===== config.mk =====
export PLATFORM = sky130hd
export DESIGN_NAME = linear_engine_arb
export DESIGN_NICKNAME = d
export VERILOG_FILES = /design/src/rtl/llm_ctrl_pkg.sv /design/src/rtl/rr_pick.sv /design/src/rtl/linear_engine_arb.sv
export SDC_FILE = /design/constraint.sdc
export NUM_CORES = 1
export LEC_CHECK = 0
export CORE_ASPECT_RATIO = 0.7
export CORE_MARGIN = 1.5
export CORE_UTILIZATION = 40
export DETAILED_ROUTE_END_ITERATION = 8
export MAX_ROUTING_LAYER = met4
export PLACE_DENSITY = 0.81
export SLEW_MARGIN = 15
export SYNTH_ARGS = -nofsm -noshare
export SYNTH_HDL_FRONTEND = slang
export SYNTH_SLANG_ARGS = --single-unit

===== constraint.sdc =====
create_clock -name clk -period 3.8 [get_ports clk]
set_input_delay 0.76 -clock clk [delete_from_list [all_inputs] [get_ports clk]]
set_output_delay 0.76 -clock clk [all_outputs]
set_load 0.05 [all_outputs]

===== src/rtl/llm_ctrl_pkg.sv =====
// Shared definitions for the language-model controller slice: engine-arbiter
// states, default sizing and the fixed requester indices.
package llm_ctrl_pkg;

    localparam int NREQ = 4;
    localparam int AW   = 16;
    localparam int DW   = 12;

    localparam int REQ_PROJ      = 0;
    localparam int REQ_QK_MATMUL = 1;
    localparam int REQ_LINEAR1   = 2;
    localparam int REQ_LINEAR2   = 3;

    typedef enum logic [1:0] {
        ST_IDLE    = 2'd0,
        ST_ISSUE   = 2'd1,
        ST_RUN     = 2'd2,
        ST_RELEASE = 2'd3
    } arb_state_t;

endpackage


===== src/rtl/rr_pick.sv =====
// Combinational round-robin picker: first active request at or after ptr,
// returned one-hot (all-zero when nothing is requested).
module rr_pick #(
    parameter int NREQ = 4,
    parameter int PW   = 2
) (
    input  logic [NREQ-1:0] req,
    input  logic [PW-1:0]   ptr,
    output logic [NREQ-1:0] pick
);

    logic [NREQ-1:0] pick_s;
    logic            found_s;
    logic [PW-1:0]   idx_s;

    // Scan requesters starting at ptr and keep the first hit.
    always_comb begin
        pick_s  = '0;
        found_s = 1'b0;
        idx_s   = '0;
        for (int i = 0; i < NREQ; i++) begin
            idx_s = PW'((int'(ptr) + i) % NREQ);
            if (!found_s && req[idx_s]) begin
                pick_s[idx_s] = 1'b1;
                found_s       = 1'b1;
            end else begin
                found_s = found_s;
            end
        end
    end

    assign pick = pick_s;

endmodule


===== src/rtl/linear_engine_arb.sv =====
// Round-robin arbiter sharing one linear-algebra engine between requesters:
// latches the winner's job descriptor, launches the engine and guards it with a watchdog.
module linear_engine_arb #(
    parameter int NREQ    = llm_ctrl_pkg::NREQ,
    parameter int AW      = llm_ctrl_pkg::AW,
    parameter int DW      = llm_ctrl_pkg::DW,
    parameter int TIMEOUT = 65535
) (
    input  logic             clk,
    input  logic             reset,
    input  logic [NREQ-1:0]  req,
    input  logic [NREQ*AW-1:0] cfg_src,
    input  logic [NREQ*AW-1:0] cfg_dst,
    input  logic [NREQ*DW-1:0] cfg_rows,
    input  logic [NREQ*DW-1:0] cfg_cols,
    input  logic             eng_done,
    output logic             eng_start,
    output logic [AW-1:0]    eng_src,
    output logic [AW-1:0]    eng_dst,
    output logic [DW-1:0]    eng_rows,
    output logic [DW-1:0]    eng_cols,
    output logic [NREQ-1:0]  grant,
    output logic [NREQ-1:0]  done,
    output logic             busy,
    output logic             err
);
    import llm_ctrl_pkg::*;

    localparam int PW  = (NREQ > 1) ? $clog2(NREQ) : 1;
    localparam int WDW = $clog2(TIMEOUT + 1);
    localparam logic [WDW:0] TIMEOUT_V = (WDW+1)'(TIMEOUT);

    arb_state_t      state_r, state_s;
    logic [PW-1:0]   ptr_r, ptr_s, win_r, win_s, pick_idx_s;
    logic [NREQ-1:0] grant_r, grant_s, done_r, done_s, pick_s;
    logic            start_r, start_s, err_r, err_s, busy_r, busy_s;
    logic [AW-1:0]   src_r, src_s, dst_r, dst_s;
    logic [DW-1:0]   rows_r, rows_s, cols_r, cols_s;
    logic [WDW-1:0]  wd_r, wd_s;

    logic [AW-1:0] src_a  [NREQ];
    logic [AW-1:0] dst_a  [NREQ];
    logic [DW-1:0] rows_a [NREQ];
    logic [DW-1:0] cols_a [NREQ];

    for (genvar g = 0; g < NREQ; g++) begin : g_unpack
        assign src_a[g]  = cfg_src[g*AW +: AW];
        assign dst_a[g]  = cfg_dst[g*AW +: AW];
        assign rows_a[g] = cfg_rows[g*DW +: DW];
        assign cols_a[g] = cfg_cols[g*DW +: DW];
    end

    rr_pick #(.NREQ(NREQ), .PW(PW)) u_rr_pick (
        .req  (req),
        .ptr  (ptr_r),
        .pick (pick_s)
    );

    // Encode the one-hot pick so the winner's descriptor can be selected.
    always_comb begin
        pick_idx_s = '0;
        for (int i = 0; i < NREQ; i++) begin
            if (pick_s[i]) begin
                pick_idx_s = PW'(i);
            end else begin
                pick_idx_s = pick_idx_s;
            end
        end
    end

    // Next-state and next-output logic of the arbitration sequence.
    always_comb begin
        state_s = state_r;
        ptr_s   = ptr_r;
        win_s   = win_r;
        grant_s = grant_r;
        done_s  = '0;
        start_s = 1'b0;
        src_s   = src_r;
        dst_s   = dst_r;
        rows_s  = rows_r;
        cols_s  = cols_r;
        wd_s    = wd_r;
        // A completion outside RUN never sequences the FSM, only flags it.
        err_s   = err_r | (eng_done & (state_r != ST_RUN));
        case (state_r)
            ST_IDLE: begin
                if (|req) begin
                    state_s = ST_ISSUE;
                    grant_s = pick_s;
                    win_s   = pick_idx_s;
                    start_s = 1'b1;
                    src_s   = src_a[pick_idx_s];
                    dst_s   = dst_a[pick_idx_s];
                    rows_s  = rows_a[pick_idx_s];
                    cols_s  = cols_a[pick_idx_s];
                end else begin
                    grant_s = '0;
                end
            end
            ST_ISSUE: begin
                state_s = ST_RUN;
                wd_s    = '0;
            end
            ST_RUN: begin
                if (eng_done) begin
                    state_s = ST_RELEASE;
                    done_s  = grant_r;
                end else if (({1'b0, wd_r} + (WDW+1)'(1)) == TIMEOUT_V) begin
                    // Watchdog: release the owner anyway so it cannot deadlock.
                    state_s = ST_RELEASE;
                    done_s  = grant_r;
                    err_s   = 1'b1;
                end else begin
                    wd_s = wd_r + WDW'(1);
                end
            end
            ST_RELEASE: begin
                state_s = ST_IDLE;
                grant_s = '0;
                ptr_s   = (win_r == PW'(NREQ - 1)) ? '0 : win_r + PW'(1);
            end
            default: begin
                state_s = ST_IDLE;
                grant_s = '0;
            end
        endcase
        busy_s = (state_s != ST_IDLE);
    end

    // State and output registers with synchronous reset.
    always_ff @(posedge clk) begin
        if (reset) begin
            state_r <= ST_IDLE;
            ptr_r   <= '0;
            win_r   <= '0;
            grant_r <= '0;
            done_r  <= '0;
            start_r <= 1'b0;
            src_r   <= '0;
            dst_r   <= '0;
            rows_r  <= '0;
            cols_r  <= '0;
            wd_r    <= '0;
            err_r   <= 1'b0;
            busy_r  <= 1'b0;
        end else begin
            state_r <= state_s;
            ptr_r   <= ptr_s;
            win_r   <= win_s;
            grant_r <= grant_s;
            done_r  <= done_s;
            start_r <= start_s;
            src_r   <= src_s;
            dst_r   <= dst_s;
            rows_r  <= rows_s;
            cols_r  <= cols_s;
            wd_r    <= wd_s;
            err_r   <= err_s;
            busy_r  <= busy_s;
        end
    end

    assign eng_start = start_r;
    assign eng_src   = src_r;
    assign eng_dst   = dst_r;
    assign eng_rows  = rows_r;
    assign eng_cols  = cols_r;
    assign grant     = grant_r;
    assign done      = done_r;
    assign busy      = busy_r;
    assign err       = err_r;

endmodule


==> results.cfg <==
[run_status]
status = completed

[timing]
fin_skew_ns = 0.00764
min_period_ns = 3.24
period_share = 0.851
hold_viol = 0
rsz0062_at_grt = false
tightest_slew_ns = 1.01
setup_viol = 0
timing.fmax_mhz = 309
finalSetupTns_ns = 0
setup_ws_ns = 0.565
final_max_slew_viol_count = 0
fin_hold_ws_ns = 0.491
maxSlewHeadroom = 0.328

[drt]
avgViaCountPerCell = 5.42
wl_um = 19700
drc_errors = 0
vias = 5855
detail-route-antenna-nets = 0
wl_per_cell_um = 18.2
drt_first_pass_iters = 4
first_iter_violations = 365

[floorplanning]
rows = 35
core_mm2 = 0.0133
ios = 298
initial_core_util = 0.416
die_area_mm2 = 0.0146
die_w_um = 144
die_h_um = 101

[logic_synthesis]
synthMuxAreaShare = 0.143
synth_compound_area_frac = 0.262
synth_cell_types = 55
synth_top_area_cell = dfxtp_1
async_flop_share = 0
ys_seq_area_frac = 0.322
synthFlopType = dfxtp_1
synth_nets = 868
synth_top_family_by_area = compound AO/OA/AOI/OAI gates
synth_top_cell_area_share = 0.322
syn_avg_cell_area_um2 = 8.89
synth-edff-count = 0
synthAdderAreaFrac = 0.0339
synth-xor-area-share = 0.00633
yosysWarningCount = 0
synth_simple_gate_area_share = 0.175
synth.area.top_cells = dfxtp_1 (32%), mux2_1 (11%), a221oi_1 (7.4%), nand2_1 (5.4%), nor2_1 (5.2%)
synthesis.area_mm2 = 0.00553
syn_inst = 622
yosys_register_bits = 89

[final_layout]
n_antenna_cell = 0
layout-drive-gt1-share = 0.0826
nNetsFinal = 1137
area_growth_pct = 61.2

[worst_hold_path]
hold_path.class = reg -> reg

[pwr]
p_leak_nw = 3.27
powerDensity_mw_per_mm2 = 662
peakVddDrop_uv = 308

[placed_design]
gp_congestion = 0.975
place_ws_ns = 0.309
numPortBuffers = 297
dp_hpwl_um = 14500

[global_route]
grt_max_degree = 80
gr-total-overflow = 0
grt_pass1_vias = 5719
grt_first_pass_wirelength_um = 30700
antenna_found_initial = 0
grt_use_total = 0.281

[critical_path]
path_max_fanout = 12
path_cells = ha_1 -> nand2_1 -> nor4_1 -> xnor2_1 -> nor4b_2 -> a21oi_1 -> or4b_2 -> o21ai_1
slowest_stage = a21oi_1
critPathCaptureType = flop
crit_path_start_kind = flop
crit_buf_inv = 0
worstSetupPathType = reg -> reg
slowest_delay_ns = 0.74
crit_family = simple AND/OR/NAND/NOR gates
worstPathArrival_ns = 3.50
worstPathRequired_ns = 4.07

[clocking]
clockRootBuffer = clkbuf_16
clk_pin_slew_ns = 0.06
cts_sinks = 89
insertion_delay_ns = 0.34
cts-resized-gates = 0
cts_setup_buffers = 0
cts_tree = done
cts_buffer_depth = 2
cts_buffers = 9
cts-htree-levels = 3
ctsHoldBuffers = 0

[job]
drv_cap = 0
==> synth_stat cells, types with 9 or more instances <==
cell type  instances
a211oi_1          38
a211oi_2          20
a21oi_1           11
a221oi_1          47
a221oi_2          10
buf_2             10
clkbuf_1          29
dfxtp_1           89
ha_1              15
inv_1             14
mux2_1            56
nand2_1           80
nor2_1            77
o21ai_1            9
==> layer usage <==
| metal | GRT usage | wire length, um | vias to the layer above |
|---|---|---|---|
| met5 | - | 0 | - |
| met4 | 0.0918 | 581 | 0 |
| met3 | 0.0719 | 1390 | 43 |
| met2 | 0.434 | 9170 | 221 |
| met1 | 0.358 | 8560 | 2742 |
| li1 | - | - | 2849 |
==> path summary, 6_finish.rpt <==
path,startpoint,endpoint,slack [ns],cells past startpoint
min reg2reg,eng_dst[3],eng_dst[3],0.49,2
min,eng_dst[3],eng_dst[3],0.49,2
max reg2reg,wd_r[0],wd_r[3],0.56,8
max,wd_r[0],wd_r[3],0.56,8
==> kinds of logic (layout without fill, tap and decap cells) <==
group,after synthesis,count (layout)
XOR/XNOR,4,4
AND/OR/NAND/NOR,216,216
adder cells (fa/ha/maj),15,15
multiplexers,67,67
AO/OA/AOI/OAI,165,165
buffers and inverters,66,340
flip-flops,89,89
==> sequential cells by signal, indices dropped and copies added, names as in the netlist <==
name,flops
eng_cols,12
eng_dst,16
done,4
eng_rows,12
eng_src,16
state_r,2
err,1
busy,1
grant,4
wd_r,16
eng_start,1
ptr_r,2
win_r,2
==> layout by cell type (no fill, tap or decap), types with 3 or more instances in the layout <==
cell type / count
nand4_1: 6
nand2_1: 80
o211ai_1: 3
a221oi_1: 47
o31ai_1: 3
nand3_1: 8
o21ai_1: 9
o21ai_0: 5
or2_2: 4
a211oi_2: 20
clkbuf_1: 4
a21oi_1: 11
nand2b_1: 4
buf_12: 6
nor3_1: 6
dfxtp_1: 89
nor2b_1: 4
or3_1: 4
ha_1: 15
mux2_1: 56
a22oi_1: 5
nor4_1: 4
a211oi_1: 38
a221oi_2: 10
xnor2_1: 4
buf_4: 8
mux2i_1: 6
mux4_2: 4
clkbuf_16: 9
inv_1: 14
nor2_1: 76
and2_1: 8
clkdlybuf4s50_1: 296
==> cell type report <==
cell class	count	area, um^2
Fill cell	1095	4400
Multi-Input combinational cell	467	3450
Timing Repair Buffer	310	3140
Sequential cell	89	1780
Clock buffer	13	240
Tap cell	185	231
Inverter	14	52.6
Clock inverter	3	17.5
==> through the flow <==
step | instance area [um^2] | total power [mW] | instances | util
after floorplan | 5530 | 3.88 | 622 | -
after global placement | 8660 | 5.09 | 1065 | 0.650
after detailed placement | 8660 | 5.11 | 1065 | 0.650
after CTS | 8920 | 5.94 | 1081 | 0.670
after global routing | 8920 | 6.24 | 1081 | 0.670
final | 8920 | 5.90 | 1081 | 0.670
==> worst register-to-register path: stages, from the launching register on <==
cell and delay [ns]:
dfxtp_1 0.50, ha_1 0.42, nand2_1 0.18, nor4_1 0.26, xnor2_1 0.23, nor4b_2 0.13, a21oi_1 0.74, or4b_2 0.63
o21ai_1 0.09
==> power by group <==
| part | total [mW] | switching (mW) | internal, mW | leakage (nW) |
|---|---|---|---|---|
| Sequential | 1.41 | 0.170 | 1.24 | 0.734 |
| Clock | 0.809 | 0.366 | 0.443 | 0.124 |
| Combinational | 3.69 | 2.27 | 1.41 | 2.41 |
| Total | 5.90 | 2.81 | 3.09 | 3.27 |
Power figures use the tool's default switching activity.
